File: config.mk
export PLATFORM = sky130hd
export DESIGN_NAME = multi_edge_detector
export DESIGN_NICKNAME = d
export VERILOG_FILES = /design/src/rtl/edge_det_pkg.sv /design/src/rtl/edge_det_channel.sv /design/src/rtl/multi_edge_detector.sv
export SDC_FILE = /design/constraint.sdc
export NUM_CORES = 1
export LEC_CHECK = 0
export ABC_AREA = 1
export CAP_MARGIN = 20
export CORE_MARGIN = 1
export CORE_UTILIZATION = 44
export DETAILED_ROUTE_END_ITERATION = 7
export HOLD_SLACK_MARGIN = 0.15
export PLACE_DENSITY = 0.9
export REMOVE_ABC_BUFFERS = 1
export SLEW_MARGIN = 0
export SYNTH_ARGS = -nofsm -noshare
export SYNTH_HDL_FRONTEND = slang
export SYNTH_HIERARCHICAL = 1
export SYNTH_SLANG_ARGS = --single-unit
File: constraint.sdc
create_clock -name clk -period 1.3 [get_ports clk]
set_input_delay 0.26 -clock clk [delete_from_list [all_inputs] [get_ports clk]]
set_output_delay 0.26 -clock clk [all_outputs]
set_load 0.02 [all_outputs]
File: src/rtl/edge_det_pkg.sv
// Shared types, parameter limits and mode decode for multi_edge_detector.
package edge_det_pkg;

    typedef enum logic [1:0] {
        EDGE_OFF  = 2'b00,
        EDGE_RISE = 2'b01,
        EDGE_FALL = 2'b10,
        EDGE_BOTH = 2'b11
    } edge_mode_e;

    localparam int unsigned MinSyncStages   = 2;
    localparam int unsigned MinFilterCycles = 1;

    function automatic logic mode_qualify(edge_mode_e mode, logic rise, logic fall);
        logic hit;
        unique case (mode)
            EDGE_RISE: hit = rise;
            EDGE_FALL: hit = fall;
            EDGE_BOTH: hit = rise | fall;
            default:   hit = 1'b0;
        endcase
        return hit;
    endfunction

endpackage

File: src/rtl/edge_det_channel.sv
// One channel: synchroniser, optional glitch filter and raw rise/fall detection.
// The filter is built only when MULTI_EDGE_DETECTOR_FILTER_EN is defined.
module edge_det_channel
    import edge_det_pkg::*;
#(
    parameter int unsigned SYNC_STAGES   = 2,
    parameter int unsigned FILTER_CYCLES = 3
) (
    input  logic clk,
    input  logic reset_n,
    input  logic a_i,
    output logic rise_o,
    output logic fall_o
);

    if (SYNC_STAGES < MinSyncStages || FILTER_CYCLES < MinFilterCycles) begin : g_param_check
        $error("edge_det_channel: illegal SYNC_STAGES or FILTER_CYCLES");
    end

    logic [SYNC_STAGES-1:0] sync_q;
    logic                   sync;
    logic                   filt;
    logic                   prev_q;

    always_ff @(posedge clk or negedge reset_n) begin
        if (!reset_n) begin
            sync_q <= '0;
        end else begin
            sync_q <= {sync_q[SYNC_STAGES-2:0], a_i};
        end
    end

    assign sync = sync_q[SYNC_STAGES-1];

`ifdef MULTI_EDGE_DETECTOR_FILTER_EN
    localparam int unsigned CntW = (FILTER_CYCLES > 1) ? $clog2(FILTER_CYCLES) : 1;
    localparam logic [CntW-1:0] CntMax = CntW'(FILTER_CYCLES - 1);

    logic            filt_q, filt_d;
    logic [CntW-1:0] cnt_q, cnt_d;

    // A new level must persist for FILTER_CYCLES consecutive cycles to be accepted.
    always_comb begin
        filt_d = filt_q;
        cnt_d  = cnt_q;
        if (sync == filt_q) begin
            cnt_d = '0;
        end else if (cnt_q == CntMax) begin
            filt_d = sync;
            cnt_d  = '0;
        end else begin
            cnt_d = cnt_q + 1'b1;
        end
    end

    always_ff @(posedge clk or negedge reset_n) begin
        if (!reset_n) begin
            filt_q <= 1'b0;
            cnt_q  <= '0;
        end else begin
            filt_q <= filt_d;
            cnt_q  <= cnt_d;
        end
    end

    assign filt = filt_q;
`else
    assign filt = sync;
`endif

    always_ff @(posedge clk or negedge reset_n) begin
        if (!reset_n) begin
            prev_q <= 1'b0;
        end else begin
            prev_q <= filt;
        end
    end

    assign rise_o = filt & ~prev_q;
    assign fall_o = ~filt & prev_q;

endmodule

File: src/rtl/multi_edge_detector.sv
// Multi-channel edge detector: per-channel pulses, mode-qualified events, sticky status, irq.
// Glitch filter is compiled in with MULTI_EDGE_DETECTOR_FILTER_EN.
module multi_edge_detector
    import edge_det_pkg::*;
#(
    parameter int unsigned NUM_CH        = 4,
    parameter int unsigned SYNC_STAGES   = 2,
    parameter int unsigned FILTER_CYCLES = 3
) (
    input  logic                   clk,
    input  logic                   reset_n,
    input  logic [NUM_CH-1:0]      a_i,
    input  logic [NUM_CH-1:0][1:0] mode_i,
    input  logic [NUM_CH-1:0]      clear_i,
    output logic [NUM_CH-1:0]      rising_edge_o,
    output logic [NUM_CH-1:0]      falling_edge_o,
    output logic [NUM_CH-1:0]      event_o,
    output logic [NUM_CH-1:0]      status_o,
    output logic                   irq_o
);

    logic [NUM_CH-1:0] rise_d, fall_d, event_d, status_d;
    logic [NUM_CH-1:0] rise_q, fall_q, event_q, status_q;

    for (genvar c = 0; c < NUM_CH; c++) begin : g_ch
        edge_det_channel #(
            .SYNC_STAGES  (SYNC_STAGES),
            .FILTER_CYCLES(FILTER_CYCLES)
        ) u_ch (
            .clk    (clk),
            .reset_n(reset_n),
            .a_i    (a_i[c]),
            .rise_o (rise_d[c]),
            .fall_o (fall_d[c])
        );
    end

    // A new event sets status even when the same channel is cleared in that cycle.
    always_comb begin
        event_d = '0;
        for (int c = 0; c < NUM_CH; c++) begin
            event_d[c] = mode_qualify(edge_mode_e'(mode_i[c]), rise_d[c], fall_d[c]);
        end
        status_d = (status_q & ~clear_i) | event_d;
    end

    always_ff @(posedge clk or negedge reset_n) begin
        if (!reset_n) begin
            rise_q   <= '0;
            fall_q   <= '0;
            event_q  <= '0;
            status_q <= '0;
        end else begin
            rise_q   <= rise_d;
            fall_q   <= fall_d;
            event_q  <= event_d;
            status_q <= status_d;
        end
    end

    assign rising_edge_o  = rise_q;
    assign falling_edge_o = fall_q;
    assign event_o        = event_q;
    assign status_o       = status_q;
    assign irq_o          = |status_q;

endmodule

# Word-level counts from Yosys, hierarchy flattened
# Cells that the tools add are included.
[word_totals] inputBits=18 register_bits=28
[op_classes] reduce_logical=1 eq_ne=12 bitwise_logic=23 mux=4
[ops] op="$eq 2x2->1 const B" n=8
[ops] op="$pmux 1 s3" n=4
[ops] op="$and 1x1->1" n=8
[ops] op="$eq 2x1->1 const B" n=4
[ops] op="$not 1->1" n=8
[ops] op="$and 4x4->4" n=1
[ops] op="$not 4->4" n=1
[ops] op="$or 1x1->1" n=4
[ops] op="$or 4x4->4" n=1
[ops] op="$reduce_or 4->1" n=1

# Depth between registers and ports, before layout
# Gate-level depths: netlist of run 1.
[depth] word_depth=5 mapped_depth=4 depth_no_buf=4

# Cells and area by module
# Netlist of run 1, hierarchy kept.
[by_module_without_submodules] mod="multi_edge_detector" seq_area_each_um2=400.4 n_inst=1 cells_per_inst=43 area_per_inst_um2=506.7
[by_module_without_submodules] mod="edge_det_channel" seq_area_each_um2=75.1 n_inst=4 cells_per_inst=7 area_per_inst_um2=90.1

# Worst setup path before layout of run 1
# No wires, ideal clock.
[synth_path] path_kind="flip-flop to output port" from="register status_q[0], in the netlist status_o[0]" to="output irq_o" n_path_buf=0 t_required_ns=1.040 stages_incl_launch_ff=3 setup_slack_ns=0.335 arrival_ns=0.705 path_cell_list="dfrtp_1 > nor2_1 > nand2_1"
[synth_between] elab_chain_len=1
[synth_rtl] item="from (decl)" line_no="multi_edge_detector.sv:23" rtl="logic [NUM_CH-1:0] rise_q, fall_q, event_q, status_q;"
[synth_rtl] item="from (signal assigned)" line_no="multi_edge_detector.sv:57" rtl="status_q <= status_d;"
[synth_rtl] item="$reduce_or 4->1" line_no="multi_edge_detector.sv:65" rtl="assign irq_o = |status_q;"
[synth_rtl] item="to (decl)" line_no="multi_edge_detector.sv:19" rtl="output logic irq_o"
# Every way passes these cells.

# Final worst setup path of run 1
[layout_path] from="register status_q[2], in the netlist status_o[2]" to="output irq_o"
# The elaborated chain is that of the path after synthesis.

==> flow_metrics.tcl, run 1 <==
set metrics [dict create \
    multiInputGateArea_sq_um 121.4 \
    viasPerCell 4.485 \
    io_buffer_count 34 \
    clk_latency_ns 0.32 \
    layoutNonFillerInstCount 136 \
    setup_viol 1 \
    place_ws_ns -0.03516 \
    gp_congestion 0.7184 \
    postLayoutCoreUtil_pct 71.51 \
    yosysWarnings 6 \
    grt_usage_pct 18.51 \
    min_period_over_period_pct 101.0 \
    critPathLaunchType "flop" \
    dp_hpwl_um 1279 \
    yosysTopAreaCellShare_pct 80.81 \
    cap_violations 0 \
    io_pins 35 \
    clock-sinks 28 \
    cts_inserted_buffers 3 \
    die_h_um 46.39 \
    root_buffer "clkbuf_4" \
    final.min_clock_period_ns 1.313 \
    syn_area_sq_um 867.1 \
    drcViolationCount 0 \
    grt_pass1_wl_um 2608 \
    cts.path.max_buffers 2 \
    final_cell_mix "dfrtp_1 (28), nand2_1 (17), clkdlybuf4s50_1 (17)" \
    rsz0062_at_grt "true" \
    synth_area_leader_cell "dfrtp_1" \
    synth.area.top_cells "dfrtp_1 (81%), nand2_1 (7.4%), inv_1 (5.2%), nor2_1 (4.3%), nand3_1 (2.3%)" \
    dp.cells 131 \
    critical_path_class "reg2out" \
    clock_skew_ns 0.005503 \
    ys_seq_elements 28 \
    dieArea_sq_um 2152 \
    syn_inst 71 \
    drive_gt1_share_pct 14.41 \
    holdCritPathClass "in2async" \
    slew_headroom_pct 85.78 \
    clkTransAtPathRegs_ns 0.14 \
    antenna_found_initial 0 \
    power_density_nw_per_um2 1351 \
    cts_hold_buf 0 \
    outcome "finished with violations" \
    path_max_fanout 3 \
    finalHoldViolCount 0 \
    wl_per_cell_um 12.71 \
    final_common_cell "dfrtp_1" \
    routed_wl_um 1728 \
    violations "negative setup slack" \
    core-area_sq_um 1783 \
    start_util_pct 48.63 \
    fmaxAchievable_mhz 761.8 \
    tightest_slew_ns 0.2142 \
    timing.hold.ws_ns 0.2840 \
    ir_drop_v 0.0008811 \
    die_w_um 46.39 \
    diodes 0 \
    grt_pass1_vias 628 \
    synth_cell_types 5 \
    htree_levels 1 \
    grt.overflow.total 0 \
    tritoncts "done" \
    p_leak_nw 0.6701 \
    area_growth_pct 47.04 \
    drt_iter0_markers 5 \
    fillers 120 \
    endpoint_kind "output port" \
    maxSlewViolCount 0 \
    yosysSeqAreaShare_pct 80.81 \
    fin_nets 130 \
    dr.pass1.iters 2 \
    cp_data_arrival_time_ns 1.05 \
    num_vias 610 \
    fin_ws_ns -0.01263 \
    cp.required_ns 1.04 \
    rows 15 \
    syn_area_per_cell_sq_um 12.21 \
    seq_area_sq_um 700.7 \
    r2r_slack_ns 0.48 \
    grt_max_degree 29 \
    final_antenna_net_count 0 \
]
[cells in the mapped netlist]
master    n
inv_1    12
nand2_1  17
dfrtp_1  28
nor2_1   10
nand3_1   4
[cell type report]
cell class | instances | area share, %
repair buffers | 36 | 25.42
clock inverters | 1 | 2.355
well taps | 25 | 2.453
flip-flops and latches | 28 | 54.96
multi-input cells | 31 | 9.519
clock buffers | 3 | 1.766
inverters | 12 | 3.533
[final timing paths]
kind                            depth (start not counted)                endpoint                   start
worst max-delay path                                    3                   irq_o             status_o[2]
worst min-delay path                                    2     g_ch[3].u_ch/prev_q                 reset_n
worst max register to register                          3             status_o[3]     g_ch[3].u_ch/prev_q
worst min register to register                          0  g_ch[0].u_ch/sync_q[1]  g_ch[0].u_ch/sync_q[0]
max in group asynchronous                               2  g_ch[2].u_ch/sync_q[0]                 reset_n
min in group clk                                        1  g_ch[0].u_ch/sync_q[0]                  a_i[0]
[state kept, by name, summed over array words and instances (netlist names)]
name              cells
status_o              4
event_o               4
rising_edge_o         4
falling_edge_o        4
g_ch.u_ch/sync_q      8
g_ch.u_ch/prev_q      4
[per-layer routing]
layer | global-route usage, % | vias up | part of all wire (%)
met2 | 31.39 | 26 | 55
met5 | 0 | - | 0
met3 | 5.098 | 0 | 5.4
met1 | 20.86 | 296 | 40
met4 | 10.00 | 0 | 0
li1 | - | 288 | -
[logic make-up (layout without fill, tap and decap cells)]
family / Yosys count / after routing / synth area share, %
flops: 28 / 28 / 80.81
simple gates: 31 / 31 / 14.00
buf+inv: 12 / 52 / 5.194
[what timing repair did]
action	in CTS	in global routing
pin swaps	1	0
endpoints found under the setup margin	17	16
gates resized for setup	28	18
hold endpoints to repair	0	0
setup buffers	0	1
[power breakdown]
part	internal, mW	leakage [nW]	switching [mW]
Clock	0.312	0.0279	0.236
Combinational	0.105	0.298	0.120
Sequential	0.924	0.344	0.0267
Total	1.34	0.670	0.382
[metrics by stage]
step	instance area [sq um]	total power, mW	TNS (ns)
after floorplan	867.1	1.049	0
after global placement	1259	1.204	-0.006011
after detailed placement	1259	1.218	-0.03516
after CTS	1296	1.738	-0.02637
after global routing	1275	1.796	-0.06543
final	1275	1.723	-0.01263
[critical path, stage by stage (launching register included)]
cell and delay [ns]:
dfrtp_1 0.42, nor2_1 0.12, nand2_1 0.05, buf_2 0.15
No activity file was read; power rests on OpenSTA's default activity.
==> run 2: changes to the inputs <==
- CTS_CLUSTER_DIAMETER: default -> 30
==> results of run 2 <==
The final DEF is identical to that of run 1; final timing and power are the same.
